## src/rtl/eth_pkg.sv

```systemverilog
// Shared Ethernet frame-scheduler types and constants.
package eth_pkg;

  // State encoding for the frame scheduler FSM
  localparam logic [1:0] ST_IDLE    = 2'd0;
  localparam logic [1:0] ST_HDR     = 2'd1;
  localparam logic [1:0] ST_PAYLOAD = 2'd2;
  localparam logic [1:0] ST_PAD     = 2'd3;

  typedef enum logic [1:0] {
    S_IDLE    = ST_IDLE,
    S_HDR     = ST_HDR,
    S_PAYLOAD = ST_PAYLOAD,
    S_PAD     = ST_PAD
  } sched_state_t;

  // Ethernet payload limits
  localparam int ETH_MIN_PAYLOAD = 46;
  localparam int ETH_MAX_PAYLOAD = 1500;

  // Default header fields
  localparam logic [47:0] ETH_DEF_DEST_MAC = 48'hFFFF_FFFF_FFFF;
  localparam logic [47:0] ETH_DEF_SRC_MAC  = 48'h0200_0000_0001;
  localparam logic [15:0] ETH_DEF_TYPE     = 16'h88B5;

  typedef struct packed {
    logic [47:0] dest_mac;
    logic [47:0] src_mac;
    logic [15:0] eth_type;
  } eth_hdr_t;

endpackage

```

## src/rtl/eth_flush_timer.sv

```systemverilog
// Idle flush timer: counts while inc, clears on clr, saturates at TIMEOUT.
module eth_flush_timer #(
  parameter int TIMEOUT = 1000
) (
  input  logic clk,
  input  logic rst_n,
  input  logic clr,
  input  logic inc,
  output logic expired
);

  localparam int TW = $clog2(TIMEOUT + 1);

  logic [TW-1:0] tmr;

  // Saturating up-counter; clear wins over increment
  always_ff @(posedge clk or negedge rst_n) begin
    if (!rst_n)                            tmr <= '0;
    else if (clr)                          tmr <= '0;
    else if (inc && tmr != TW'(TIMEOUT))   tmr <= tmr + TW'(1);
  end

  // Terminal count: launching on this cycle gives exactly TIMEOUT idle cycles
  assign expired = (tmr == TW'(TIMEOUT - 1));

endmodule

```

## src/rtl/eth_frame_sched.sv

```systemverilog
// Frame scheduler: launches header + gated FIFO payload, zero-pads short frames.
module eth_frame_sched
  import eth_pkg::*;
#(
  parameter logic [47:0] DEST_MAC    = ETH_DEF_DEST_MAC,
  parameter logic [47:0] SRC_MAC     = ETH_DEF_SRC_MAC,
  parameter logic [15:0] ETH_TYPE    = ETH_DEF_TYPE,
  parameter int          MAX_PAYLOAD = 1024,
  parameter int          MIN_PAYLOAD = ETH_MIN_PAYLOAD,
  parameter int          TIMEOUT     = 1000,
  parameter int          CNT_W       = 11
) (
  input  logic             clk,
  input  logic             rst_n,
  input  logic             enable,
  input  logic [CNT_W-1:0] s_fifo_rd_data_count,
  input  logic [7:0]       s_fifo_tdata,
  input  logic             s_fifo_tvalid,
  output logic             s_fifo_tready,
  output logic             m_eth_hdr_valid,
  input  logic             m_eth_hdr_ready,
  output logic [47:0]      m_eth_dest_mac,
  output logic [47:0]      m_eth_src_mac,
  output logic [15:0]      m_eth_type,
  output logic [7:0]       m_eth_payload_axis_tdata,
  output logic             m_eth_payload_axis_tvalid,
  input  logic             m_eth_payload_axis_tready,
  output logic             m_eth_payload_axis_tlast,
  output logic             m_eth_payload_axis_tuser,
  output logic             busy,
  output logic [15:0]      frame_cnt
);

  localparam logic [CNT_W-1:0] MAX_LEN = CNT_W'(MAX_PAYLOAD);
  localparam logic [CNT_W-1:0] MIN_LEN = CNT_W'(MIN_PAYLOAD);
  localparam eth_hdr_t         HDR     = '{dest_mac: DEST_MAC, src_mac: SRC_MAC, eth_type: ETH_TYPE};

  sched_state_t     state;
  logic [CNT_W-1:0] len, byte_cnt;
  logic             has_data, launch_full, launch_to, launch;
  logic             tmr_clr, tmr_inc, tmr_expired;
  logic             last_data, last_pad, long_frame, beat;

  assign has_data    = (s_fifo_rd_data_count != '0);
  assign launch_full = enable && (s_fifo_rd_data_count >= MAX_LEN);
  assign launch_to   = enable && has_data && tmr_expired;
  assign launch      = (state == S_IDLE) && (launch_full || launch_to);

  // Timer only runs while idle with data waiting; any frame activity resets it
  assign tmr_inc = (state == S_IDLE) && enable && has_data;
  assign tmr_clr = (state != S_IDLE) || !enable || !has_data || launch;

  eth_flush_timer #(.TIMEOUT(TIMEOUT)) u_timer (
    .clk     (clk),
    .rst_n   (rst_n),
    .clr     (tmr_clr),
    .inc     (tmr_inc),
    .expired (tmr_expired)
  );

  assign last_data  = (byte_cnt == len - CNT_W'(1));
  assign last_pad   = (byte_cnt == MIN_LEN - CNT_W'(1));
  assign long_frame = (len >= MIN_LEN);
  assign beat       = m_eth_payload_axis_tvalid && m_eth_payload_axis_tready;

  // Payload mux: FIFO pass-through in PAYLOAD, constant zeros in PAD
  always_comb begin
    m_eth_payload_axis_tdata  = 8'h00;
    m_eth_payload_axis_tvalid = 1'b0;
    m_eth_payload_axis_tlast  = 1'b0;
    s_fifo_tready             = 1'b0;
    unique case (state)
      S_PAYLOAD: begin
        m_eth_payload_axis_tdata  = s_fifo_tdata;
        m_eth_payload_axis_tvalid = s_fifo_tvalid;
        m_eth_payload_axis_tlast  = last_data && long_frame;
        s_fifo_tready             = m_eth_payload_axis_tready;
      end
      S_PAD: begin
        m_eth_payload_axis_tvalid = 1'b1;
        m_eth_payload_axis_tlast  = last_pad;
      end
      default: ;
    endcase
  end

  // Frame FSM: launch decision, header handshake, byte counting
  always_ff @(posedge clk or negedge rst_n) begin
    if (!rst_n) begin
      state           <= S_IDLE;
      m_eth_hdr_valid <= 1'b0;
      len             <= '0;
      byte_cnt        <= '0;
      frame_cnt       <= '0;
    end else begin
      unique case (state)
        S_IDLE: if (launch) begin
          // count below MAX_LEN whenever only the timeout fires, so no clamp needed there
          len             <= launch_full ? MAX_LEN : s_fifo_rd_data_count;
          byte_cnt        <= '0;
          m_eth_hdr_valid <= 1'b1;
          state           <= S_HDR;
        end
        S_HDR: if (m_eth_hdr_ready) begin
          m_eth_hdr_valid <= 1'b0;
          state           <= S_PAYLOAD;
        end
        S_PAYLOAD: if (beat) begin
          if (last_data && long_frame) begin
            byte_cnt  <= '0;
            frame_cnt <= frame_cnt + 16'd1;
            state     <= S_IDLE;
          end else begin
            byte_cnt <= byte_cnt + CNT_W'(1);
            if (last_data) state <= S_PAD;
          end
        end
        S_PAD: if (beat) begin
          if (last_pad) begin
            byte_cnt  <= '0;
            frame_cnt <= frame_cnt + 16'd1;
            state     <= S_IDLE;
          end else begin
            byte_cnt <= byte_cnt + CNT_W'(1);
          end
        end
        default: state <= S_IDLE;
      endcase
    end
  end

  assign busy                     = (state != S_IDLE);
  assign m_eth_dest_mac           = HDR.dest_mac;
  assign m_eth_src_mac            = HDR.src_mac;
  assign m_eth_type               = HDR.eth_type;
  assign m_eth_payload_axis_tuser = 1'b0;

endmodule

```

## config.mk

```make
export PLATFORM = sky130hd
export DESIGN_NAME = eth_frame_sched
export DESIGN_NICKNAME = d
export VERILOG_FILES = /design/src/rtl/eth_pkg.sv /design/src/rtl/eth_flush_timer.sv /design/src/rtl/eth_frame_sched.sv
export SDC_FILE = /design/constraint.sdc
export NUM_CORES = 1
export LEC_CHECK = 0
export ABC_CLOCK_PERIOD_IN_PS = 4500
export CAP_MARGIN = 25
export CORE_MARGIN = 2
export CORE_UTILIZATION = 48
export CTS_CLUSTER_SIZE = 24
export DETAILED_ROUTE_END_ITERATION = 10
export GPL_ROUTABILITY_DRIVEN = 0
export PLACE_DENSITY = 0.95
export SLEW_MARGIN = 20
export SYNTH_ARGS = -nofsm -noshare
export SYNTH_HDL_FRONTEND = slang
export SYNTH_SLANG_ARGS = --single-unit
export TNS_END_PERCENT = 50
```

## constraint.sdc

```tcl
create_clock -name clk -period 4.5 [get_ports clk]
set_input_delay 0.45 -clock clk [delete_from_list [all_inputs] [get_ports clk]]
set_output_delay 0.45 -clock clk [all_outputs]
set_load 0.01 [all_outputs]
```

==> results.py <==
metrics = {
    "critical_path": {
        "setup.worst_path.end_class": "output port",
        "regToRegEndpoint": "frame_cnt[1]",
        "r2r_slack_ns": 1.46,
        "cp-endpoint": "m_eth_payload_axis_tlast",
        "setup.worst_path.start": "len[0]",
        "worstPathRequired_ns": 4.05,
        "cp_max_fo": 4,
        "cp.arrival_ns": 3.02,
        "reg2reg_depth": 9,
        "crit_type": "register to output port",
        "worstSetupStartpointType": "register",
        "r2r_start": "len[0]",
    },
    "synth": {
        "synth_area_um2": 4140,
        "synth-seq-area-share_pct": 30.8,
        "async_flop_share_pct": 100,
        "ys_seq_elements": 51,
        "syn_inst": 464,
        "yosysWarnings": 0,
        "postSynthAreaPerCell_um2": 8.93,
        "synth_edf_count": 0,
        "yosysUniqueCellTypes": 56,
        "synthFlopType": "dfrtp_1",
    },
    "drt": {
        "wire_per_inst_um": 12.4,
        "vias": 2994,
        "postRouteAntennaNets": 0,
        "drc": 0,
        "drtPass1Iterations": 4,
        "wirelength_um": 7610,
        "via_per_inst": 4.88,
        "drt_iter0_markers": 124,
    },
    "finish": {
        "nets": 543,
        "fill_cells": 747,
        "syn_to_final_growth_pct": 5.92,
        "diodes": 0,
        "drive_gt1_share_pct": 7.48,
    },
    "grt": {
        "antenna_found_initial": 0,
        "grtUsageTotal_pct": 15.5,
        "grt_pass1_vias": 2764,
        "grt_start_max_net_pins": 30,
        "grt_pass1_wl_um": 12500,
        "grt.overflow.total": 0,
    },
    "sta": {
        "final-hold-violation-count": 0,
        "worst_pin_slew_ns": 0.902,
        "fmax_ghz": 0.288,
        "period_needed_ns": 3.47,
        "finClkSkew_ns": 0.00616,
        "rsz0062_at_grt": "no",
        "finalMaxSlewViolations": 0,
        "final-setup-viol-count": 0,
        "slew_headroom_pct": 39.7,
        "fin_ws_ns": 1.03,
        "finalCritPeriodShare_pct": 77.1,
        "fin_tns_setup_ns": 0,
    },
    "clock_tree": {
        "cts_sinks": 51,
        "cts_root_buffer": "clkbuf_8",
        "postCtsSetupRepairBufs": 0,
        "clk-insertion-delay-late_ns": 0.31,
        "clkTransAtPathRegs_ns": 0.09,
        "clockBufferDepth": 2,
        "cts_resized": 0,
        "hold_buffers": 0,
        "cts_buffers": 5,
        "cts_max_level": 2,
        "cts_tree": "done",
    },
    "pwr": {
        "ir_worst_vdd_mv": 0.311,
        "p_leak_nw": 2.11,
        "report.power.total_mw": 1.86,
        "power-per-cell-area_nw_per_um2": 425,
    },
    "die": {
        "dieHeight_um": 96.9,
        "io_pins": 167,
        "core_area_um2": 8300,
        "initial_core_util_pct": 49.9,
        "num_rows": 33,
        "dieArea_um2": 9390,
        "die_width_um": 96.9,
    },
    "worst_hold_path": {
        "worstHoldPathType": "input pin to asynchronous set/reset pin",
    },
    "job": {
        "max-cap-violations": 0,
    },
    "placed_design": {
        "port_buffers": 53,
        "dpl.hpwl_um": 6070,
        "dp_slack_ns": 1.38,
    },
    "outcome": {
        "status": "completed",
    },
}
==> state kept, by name, summed over array words and instances (netlist names) <==
register / count
frame_cnt: 16
u_timer.tmr: 10
len: 11
state: 2
byte_cnt: 11
m_eth_hdr_valid: 1
==> cell type report <==
cell class                 instances  area (µm²)  share of cell area [%]
multi-input combinational        381        2290                    52.3
sequential                        51        1280                    29.1
timing repair buffer              54         553                    12.6
tap                              105         131                    2.99
clock buffer                       7        76.3                    1.74
inverter                          14        52.6                    1.20
clock inverter                     1        5.00                   0.114
==> where the power goes <==
part | internal (mW) | leakage [nW] | switching (mW) | total, mW
Clock | 0.110 | 0.0422 | 0.149 | 0.258
Combinational | 0.401 | 1.39 | 0.527 | 0.927
Sequential | 0.542 | 0.685 | 0.137 | 0.679
Total | 1.05 | 2.11 | 0.812 | 1.86
==> metal layers <==
metal | part of all wire [%] | global-route usage, % | up-vias
li1 | - | - | 1417
met1 | 41 | 19.4 | 1421
met2 | 50 | 26.5 | 140
met3 | 7.1 | 3.32 | 16
met4 | 1.7 | 5.31 | 0
met5 | 0 | 0 | -
==> Yosys cell counts (2+ instances only) <==
library cell | number | area share (%)
a211oi_1 | 2 | 0.36
a21o_1 | 7 | 1.3
a21oi_1 | 3 | 0.36
a22o_1 | 9 | 1.9
a31oi_1 | 2 | 0.30
a41oi_1 | 3 | 0.63
and2_1 | 11 | 1.7
and3_1 | 4 | 0.60
buf_2 | 3 | 0.36
buf_4 | 113 | 20
buf_6 | 4 | 1.1
clkbuf_1 | 9 | 0.82
conb_1 | 2 | 0.18
dfrtp_1 | 51 | 31
ha_1 | 11 | 3.3
inv_1 | 14 | 1.3
mux2_2 | 2 | 0.54
nand2_1 | 42 | 3.8
nand3_1 | 28 | 3.4
nand4_1 | 3 | 0.45
nor2_1 | 30 | 2.7
nor2b_1 | 3 | 0.45
nor3_1 | 8 | 0.97
nor3_2 | 5 | 1.2
nor3b_1 | 4 | 0.73
nor3b_2 | 6 | 1.8
nor4_1 | 6 | 0.91
nor4_4 | 2 | 1.0
nor4b_2 | 2 | 0.73
o21ai_0 | 11 | 1.3
or2_2 | 5 | 0.76
xnor2_1 | 9 | 1.9
xor2_1 | 27 | 5.7
==> placed cells by master, fill, tap and decap left out, types with 2 or more instances in the layout <==
| master | Yosys | routed |
|---|---|---|
| nand2_1 | 42 | 42 |
| nor4b_2 | 2 | 2 |
| xor2_1 | 27 | 27 |
| nor3b_1 | 4 | 4 |
| nand4_1 | 3 | 3 |
| nor4_1 | 6 | 6 |
| nand3_1 | 28 | 28 |
| nor4_4 | 2 | 2 |
| a22o_1 | 9 | 9 |
| a21o_1 | 7 | 7 |
| conb_1 | 2 | 113 |
| clkbuf_8 | 0 | 5 |
| nor3b_2 | 6 | 6 |
| mux2_2 | 2 | 2 |
| inv_1 | 14 | 14 |
| o21ai_0 | 11 | 11 |
| a211oi_1 | 2 | 2 |
| nor2_1 | 30 | 30 |
| and3_1 | 4 | 4 |
| xnor2_1 | 9 | 9 |
| clkbuf_1 | 9 | 2 |
| a41oi_1 | 3 | 3 |
| nor2b_1 | 3 | 3 |
| a31oi_1 | 2 | 2 |
| clkdlybuf4s50_1 | 0 | 52 |
| nor3_1 | 8 | 7 |
| or2_2 | 5 | 5 |
| ha_1 | 11 | 11 |
| and2_1 | 11 | 11 |
| nor3_2 | 5 | 6 |
| dfrtp_1 | 51 | 51 |
| a21oi_1 | 3 | 3 |
==> critical path, cell delays in order, from the launching register on <==
cell and delay (ns):
dfrtp_1 0.39, inv_1 0.09, ha_1 0.23, nor3b_2 0.19, a211oi_1 0.23, a41oi_1 0.08, nor4_2 0.51, and3_1 0.27
a32o_1 0.18, clkdlybuf4s50_1 0.54
==> cells by family (layout without fill, tap and decap cells) <==
| kind of cell | Yosys count | count (layout) | synth area share (%) |
|---|---|---|---|
| xor+xnor | 37 | 37 | 8.16 |
| compound gates | 48 | 48 | 9.31 |
| fa+ha+maj | 11 | 11 | 3.32 |
| mux | 3 | 3 | 0.785 |
| other cells | 2 | 113 | 0.181 |
| flops | 51 | 51 | 30.8 |
| simple gates | 169 | 169 | 23.4 |
| buf+inv | 143 | 76 | 24.0 |
==> stage by stage <==
stage	cells	cell area (µm²)	hold WS, ns	util, %
after CTS	613	4390	0.202	52.9
final	613	4390	0.180	52.9
after global routing	613	4390	0.240	52.9
after floorplan	575	4560	0.154	-
after global placement	604	4270	0.458	51.5
after detailed placement	605	4310	0.471	51.9
==> how the worst min path moves through the flow <==
stage               slack, ns          start             to
floorplan                0.15          rst_n    byte_cnt[0]
global placement         0.46  frame_cnt[15]  frame_cnt[15]
detailed placement       0.47  frame_cnt[15]  frame_cnt[15]
CTS                      0.20          rst_n  frame_cnt[10]
global route             0.24          rst_n   frame_cnt[6]
finish                   0.18          rst_n   frame_cnt[4]
No activity file was read; power rests on OpenSTA's default activity.
